<file path="src/rtl/free_list_if.sv">
// Allocation/free handshake bundle between free_list_ctrl and its arbiter/egress clients.
// err_double_free_o exists only when FL_DOUBLE_FREE_CHECK_EN is defined.
interface free_list_if #(
  parameter int ADDR_W = 8
);
  logic              alloc_req_i;
  logic              alloc_gnt_o;
  logic [ADDR_W-1:0] alloc_block_idx_o;
  logic              free_req_i;
  logic [ADDR_W-1:0] free_block_idx_i;
  logic              init_done_o;
  logic [ADDR_W:0]   free_count_o;
  logic              empty_o;
`ifdef FL_DOUBLE_FREE_CHECK_EN
  logic              err_double_free_o;

  modport master (
    output alloc_req_i, free_req_i, free_block_idx_i,
    input  alloc_gnt_o, alloc_block_idx_o, init_done_o, free_count_o, empty_o,
           err_double_free_o
  );

  modport slave (
    input  alloc_req_i, free_req_i, free_block_idx_i,
    output alloc_gnt_o, alloc_block_idx_o, init_done_o, free_count_o, empty_o,
           err_double_free_o
  );
`else
  modport master (
    output alloc_req_i, free_req_i, free_block_idx_i,
    input  alloc_gnt_o, alloc_block_idx_o, init_done_o, free_count_o, empty_o
  );

  modport slave (
    input  alloc_req_i, free_req_i, free_block_idx_i,
    output alloc_gnt_o, alloc_block_idx_o, init_done_o, free_count_o, empty_o
  );
`endif
endinterface

</file>
<file path="src/rtl/free_list_ctrl.sv">
// FIFO free list of packet-buffer block indices, self-initialised after reset.
// Optional double-free detection is enabled by defining FL_DOUBLE_FREE_CHECK_EN.
module free_list_ctrl #(
  parameter int NUM_BLOCKS = 256,
  parameter int ADDR_W     = $clog2(NUM_BLOCKS)
) (
  input logic        clk,
  input logic        rst_n,
  free_list_if.slave fl
);

  typedef enum logic {INIT, READY} state_e;

  localparam logic [ADDR_W:0]   FULL_COUNT = (ADDR_W+1)'(NUM_BLOCKS);
  localparam logic [ADDR_W:0]   ONE_C      = (ADDR_W+1)'(1);
  localparam logic [ADDR_W-1:0] ONE_A      = ADDR_W'(1);
  localparam logic [ADDR_W-1:0] LAST_IDX   = ADDR_W'(NUM_BLOCKS - 1);

  state_e            state_q;
  logic [ADDR_W-1:0] mem_q [NUM_BLOCKS];
  logic [ADDR_W-1:0] init_cnt_q;
  logic [ADDR_W-1:0] rd_ptr_q;
  logic [ADDR_W-1:0] wr_ptr_q;
  logic [ADDR_W:0]   count_q;
  logic [ADDR_W:0]   count_d;
  logic              empty_q;
  logic              init_done_q;

  logic              ready;
  logic              gnt;
  logic              push;
  logic              overflow;
  logic              dbl_free;
  logic [ADDR_W-1:0] head_idx;

  assign ready    = (state_q == READY);
  assign head_idx = mem_q[rd_ptr_q];
  assign gnt      = ready & fl.alloc_req_i & (count_q != '0);
  // A full list can still accept a free if a grant frees a slot in the same cycle.
  assign overflow = (count_q == FULL_COUNT) & ~gnt;
  assign push     = ready & fl.free_req_i & ~overflow & ~dbl_free;

  assign fl.alloc_gnt_o       = gnt;
  assign fl.alloc_block_idx_o = init_done_q ? head_idx : '0;
  assign fl.init_done_o       = init_done_q;
  assign fl.free_count_o      = count_q;
  assign fl.empty_o           = empty_q;

  always_comb begin
    count_d = count_q;
    if (gnt && !push) begin
      count_d = count_q - ONE_C;
    end else if (push && !gnt) begin
      count_d = count_q + ONE_C;
    end
  end

  always_ff @(posedge clk or negedge rst_n) begin
    if (!rst_n) begin
      state_q     <= INIT;
      init_cnt_q  <= '0;
      rd_ptr_q    <= '0;
      wr_ptr_q    <= '0;
      count_q     <= '0;
      empty_q     <= 1'b1;
      init_done_q <= 1'b0;
    end else begin
      case (state_q)
        INIT: begin
          init_cnt_q <= init_cnt_q + ONE_A;
          if (init_cnt_q == LAST_IDX) begin
            state_q     <= READY;
            rd_ptr_q    <= '0;
            wr_ptr_q    <= '0;
            count_q     <= FULL_COUNT;
            empty_q     <= 1'b0;
            init_done_q <= 1'b1;
          end
        end
        READY: begin
          if (gnt) rd_ptr_q <= rd_ptr_q + ONE_A;
          if (push) wr_ptr_q <= wr_ptr_q + ONE_A;
          count_q <= count_d;
          empty_q <= (count_d == '0);
        end
        default: state_q <= INIT;
      endcase
    end
  end

  // Index storage is plain memory; INIT rewrites every entry so no reset is needed.
  always_ff @(posedge clk) begin
    if (state_q == INIT) begin
      mem_q[init_cnt_q] <= init_cnt_q;
    end else if (push) begin
      mem_q[wr_ptr_q] <= fl.free_block_idx_i;
    end
  end

`ifdef FL_DOUBLE_FREE_CHECK_EN
  logic [NUM_BLOCKS-1:0] alloc_q;
  logic [NUM_BLOCKS-1:0] alloc_d;
  logic                  err_q;

  assign dbl_free             = ready & fl.free_req_i & ~alloc_q[fl.free_block_idx_i];
  assign fl.err_double_free_o = err_q;

  // Free clears before grant sets, so a same-index collision ends up allocated.
  always_comb begin
    alloc_d = alloc_q;
    if (push) alloc_d[fl.free_block_idx_i] = 1'b0;
    if (gnt) alloc_d[head_idx] = 1'b1;
  end

  always_ff @(posedge clk or negedge rst_n) begin
    if (!rst_n) begin
      alloc_q <= '0;
      err_q   <= 1'b0;
    end else if (state_q == INIT) begin
      alloc_q <= '0;
      err_q   <= 1'b0;
    end else begin
      alloc_q <= alloc_d;
      err_q   <= dbl_free;
    end
  end
`else
  assign dbl_free = 1'b0;
`endif

  overflow_free_a: assert property (@(posedge clk) disable iff (!rst_n)
    !(ready && fl.free_req_i && overflow && !dbl_free));

endmodule

</file>
<file path="src/flat_wrapper.sv">
// flat-port wrapper written by rule: the top's interface ports become plain ports
module free_list_ctrl_flat 
#(
  parameter int NUM_BLOCKS = 256,
  parameter int ADDR_W     = $clog2(NUM_BLOCKS)
)
  (clk, rst_n, fl_alloc_req_i, fl_free_req_i, fl_free_block_idx_i, fl_alloc_gnt_o, fl_alloc_block_idx_o, fl_init_done_o, fl_free_count_o, fl_empty_o);
  free_list_if #(.ADDR_W(ADDR_W)) fl_i ();
  input logic clk;
  input logic rst_n;
  input wire logic [$bits(fl_i.alloc_req_i)-1:0] fl_alloc_req_i;
  input wire logic [$bits(fl_i.free_req_i)-1:0] fl_free_req_i;
  input wire logic [$bits(fl_i.free_block_idx_i)-1:0] fl_free_block_idx_i;
  output wire logic [$bits(fl_i.alloc_gnt_o)-1:0] fl_alloc_gnt_o;
  output wire logic [$bits(fl_i.alloc_block_idx_o)-1:0] fl_alloc_block_idx_o;
  output wire logic [$bits(fl_i.init_done_o)-1:0] fl_init_done_o;
  output wire logic [$bits(fl_i.free_count_o)-1:0] fl_free_count_o;
  output wire logic [$bits(fl_i.empty_o)-1:0] fl_empty_o;
  assign fl_i.alloc_req_i = fl_alloc_req_i;
  assign fl_i.free_req_i = fl_free_req_i;
  assign fl_i.free_block_idx_i = fl_free_block_idx_i;
  assign fl_alloc_gnt_o = fl_i.alloc_gnt_o;
  assign fl_alloc_block_idx_o = fl_i.alloc_block_idx_o;
  assign fl_init_done_o = fl_i.init_done_o;
  assign fl_free_count_o = fl_i.free_count_o;
  assign fl_empty_o = fl_i.empty_o;
  free_list_ctrl #(.NUM_BLOCKS(NUM_BLOCKS), .ADDR_W(ADDR_W)) u_core (.clk(clk), .rst_n(rst_n), .fl(fl_i));
endmodule
</file>
<file path="config.mk">
export PLATFORM = sky130hd
export DESIGN_NAME = free_list_ctrl_flat
export DESIGN_NICKNAME = d
export VERILOG_FILES = /design/src/rtl/free_list_if.sv /design/src/rtl/free_list_ctrl.sv /design/src/flat_wrapper.sv
export SDC_FILE = /design/constraint.sdc
export NUM_CORES = 2
export LEC_CHECK = 0
export BUFFER_PORTS_ARGS = -buffer_cell sky130_fd_sc_hd__buf_2
export CAP_MARGIN = 5
export CORE_ASPECT_RATIO = 1.75
export CORE_MARGIN = 5
export CORE_UTILIZATION = 55
export CTS_BUF_LIST = sky130_fd_sc_hd__clkbuf_8
export DETAILED_ROUTE_END_ITERATION = 12
export PLACE_DENSITY = 0.81
export RECOVER_POWER = 100
export SLEW_MARGIN = 15
export SYNTH_ARGS = -nofsm -noshare
export SYNTH_HDL_FRONTEND = slang
export SYNTH_SLANG_ARGS = --single-unit
export TNS_END_PERCENT = 50
</file>
<file path="constraint.sdc">
create_clock -name clk -period 5.4 [get_ports clk]
set_input_delay 0.54 -clock clk [delete_from_list [all_inputs] [get_ports clk]]
set_output_delay 0.54 -clock clk [all_outputs]
set_load 0.005 [all_outputs]
</file>
==> run summary <==
gp weighted congestion: 0.912
flops & latches, synth: 2084
Initial DRC Count: 6375
CTS clock-pin slew for the worst setup and hold paths: 0.07 ns
CP Data Arrival Time: 4.86 ns
cell leakage power: 0.0242 uW
FP Rows: 186
WL/cell: 32.5 um
Avg Vias per Cell: 6.68
final setup vio count: 1
Top FF cell, synth: edfxtp_1
largest net degree at the start of global routing: 140
Rel. slew slack: -0.562
minimum clock period: 5.40 ns
Syn Std Cell Area: 81300 sq um
Crit Reg-Reg Startpoint: u_core.fl.free_count_o[0]
clk sink count: 2084
R2R depth: 9
Worst setup SP type: flip-flop
power per cell area: 319 nW/um^2
worst slew pin tran: 2.34 ns
Hold Violations, Final: 0
1st-pass router iterations: 6
Async S/R FF share, synth: 0.0173
most frequent cells in the layout: edfxtp_1, mux4_2, nor2_1
DRC viols: 0
Skew-Pair Late Insertion Delay: 0.97 ns
GR Overflow Total: 0
share of cells above drive strength 1: 0.250
Setup crit end kind: output port
post-DP HPWL: 130 mm
TritonCTS Buffers: 288
CP startpoint: u_core.rd_ptr_q[2]
Final WS setup: -0.000165 ns
Slowest cell on crit path: dfrtp_4
crit-path max FO: 23
status: finished with violations
vias in the first global route: 43200
cells along the critical path: buf_4 -> nor2_4 -> buf_4 -> a22o_1 -> a221oi_1 -> o21ai_0 -> nor3_2 -> o31ai_1 -> buf_4 -> buf_2
CP required: 4.86 ns
Mapped Nets: 3905
post-route design area: 89900 sq um
initial core utilization: 0.553
hold_sp: fl_alloc_req_i
total design power: 28600 uW
Clock Tree Root: clkbuf_8
fin. max-slew vios: 565
post-route ant nets: 0
Die X-Extent: 301 um
Ys Warns: 0
Post-synth EDFFs: 2048
synth-to-layout area growth: 10.6%
via count: 42500
core footprint: 147000 sq um
Layout Skew: 0.0522 ns
fin crit share: 1.00
failing checks: max-capacitance violations, max-slew violations, negative setup slack
Avg Inst Size Synth: 20.9 sq um
maximum VDD drop: 0.183 mV
routed wire length: 207 mm
nets: 4206
most common cell after layout, fill and taps aside: edfxtp_1
number of port buffers: 31
FMAX: 185 MHz
Crit Path Category: flip-flop to output port
CTS tree: yes
max_cap viols: 8
sequential area share after synthesis: 0.768
HP Class: primary input to flip-flop
Post-Syn Instances: 3888
Die Span Y: 519 um
maximum buffer depth of the clock tree: 4
initial antenna violation count: 11
die area: 156000 sq um
Distinct cells, synth: 71
Hold Path Cell Cnt: 4
first-pass GRT wire length: 297 mm
most frequent CP cell: buf_4
H-tree level count: 5
Area after DPL: 84900 sq um
IO Count: 32
Overall Global Routing Usage: 0.265
Slowest Stage Delay on Critical Path: 0.71 ns
==> cell usage after synthesis (5+ instances only) <==
master,number,share of area
o22ai_1,28,0.0022
a22oi_1,54,0.0050
clkbuf_1,116,0.0054
o31ai_1,9,0.00083
ha_1,5,0.00077
and2_1,8,0.00062
a211oi_1,19,0.0018
mux4_2,505,0.14
nand2b_1,13,0.0010
mux2i_1,125,0.015
o21ai_1,6,0.00037
nor4_1,11,0.00085
buf_1,25,0.0012
inv_1,5,0.00023
nand3b_1,11,0.0010
nor2_1,319,0.015
or3_1,6,0.00046
nand3_1,46,0.0028
o211ai_1,7,0.00065
xor2_1,11,0.0012
nor2b_1,8,0.00062
dfrtp_1,35,0.011
nor3_1,17,0.0010
o21ai_0,62,0.0038
buf_4,11,0.0010
mux2_2,15,0.0021
nand2_1,100,0.0046
buf_2,77,0.0047
a22o_1,33,0.0036
edfxtp_1,2048,0.76
xnor2_1,14,0.0015
a21oi_1,36,0.0022
o221ai_1,12,0.0013
a221oi_1,29,0.0031
==> cell families (layout without fill, tap and decap cells) <==
group	after synthesis	after routing	share of synthesized area
mux	645	645	0.157
buf+inv	238	733	0.0128
simple gates	564	564	0.0302
fa+ha+maj	5	5	0.000770
flops	2084	2084	0.768
compound gates	327	327	0.0284
xor+xnor	25	25	0.00269
other cells	0	11	0
==> state kept, by name, indices dropped and copies added (netlist names) <==
signal,cells
u_core.mem_q,2048
u_core.ready,1
u_core.init_cnt_q,8
u_core.rd_ptr_q,8
u_core.fl.free_count_o,9
u_core.wr_ptr_q,8
u_core.fl.empty_o,1
u_core.fl.init_done_o,1
==> repair_timing <==
action | CTS | global route
gates resized for setup | 12 | 1
buffers inserted | 7 | 5
hold endpoints to repair | 35 | 0
hold buffers | 1 | 0
setup endpoints to repair | 8 | 3
pin swaps | 1 | 0
==> cell type report <==
cell class	instances	area, sq um
Clock buffer	299	4120
Sequential cell	2084	62400
Tap cell	1974	2470
Multi-Input combinational cell	1566	18000
Timing Repair Buffer	242	1820
Fill cell	9511	57000
Antenna cell	11	27.5
Inverter	7	31.3
Clock inverter	185	992
==> metal layers <==
metal	GRT usage	wire, um	vias to the layer above
met5	0	22	-
met2	0.437	104000	3308
li1	-	-	16800
met3	0.0647	22500	799
met1	0.308	64000	21600
met4	0.179	16800	4
==> metrics by stage <==
stage | hold WS [ns] | TNS [ns] | setup slack, ns | utilization | instances
3_3_place_gp | 0.471 | 0 | 0.546 | 0.578 | 5860
2_1_floorplan | 0.244 | 0 | 1.03 | - | 3888
4_1_cts | 0.0385 | 0 | 0.0113 | 0.614 | 6352
5_1_grt | 0.130 | -0.0145 | -0.0145 | 0.612 | 6360
6_report | 0.143 | -0.000165 | -0.000165 | 0.612 | 6368
3_5_place_dp | 0.471 | 0 | 0.387 | 0.578 | 5860
==> power by group <==
group / total (uW) / leakage, uW / switching (uW) / internal [uW]
sequential: 17500 / 0.0166 / 0 / 17500
clock: 11200 / 0.00289 / 5650 / 5510
combinational: 12.7 / 0.00467 / 9.16 / 3.57
==> worst max-delay path: cells and delay by family, from the launching register on <==
family / cells / cell delay, ns
AND/OR/NAND/NOR: 2 / 0.83
flip-flops: 1 / 0.71
AO/OA/AOI/OAI: 4 / 1.24
buffers and inverters: 4 / 1.04
==> final timing paths <==
kind | end | slack, ns
min in group asynchronous | u_core.fl.free_count_o[1] | 0.82
worst min-delay path | u_core.fl.free_count_o[8] | 0.14
worst max-delay path | fl_alloc_block_idx_o[4] | -0.0002
max in group asynchronous | u_core.rd_ptr_q[0] | 2.90
worst min register to register | u_core.fl.empty_o | 0.48
worst max register to register | u_core.mem_q[231][6] | 0.13
Note: power is estimated with default switching activity, not from simulation.
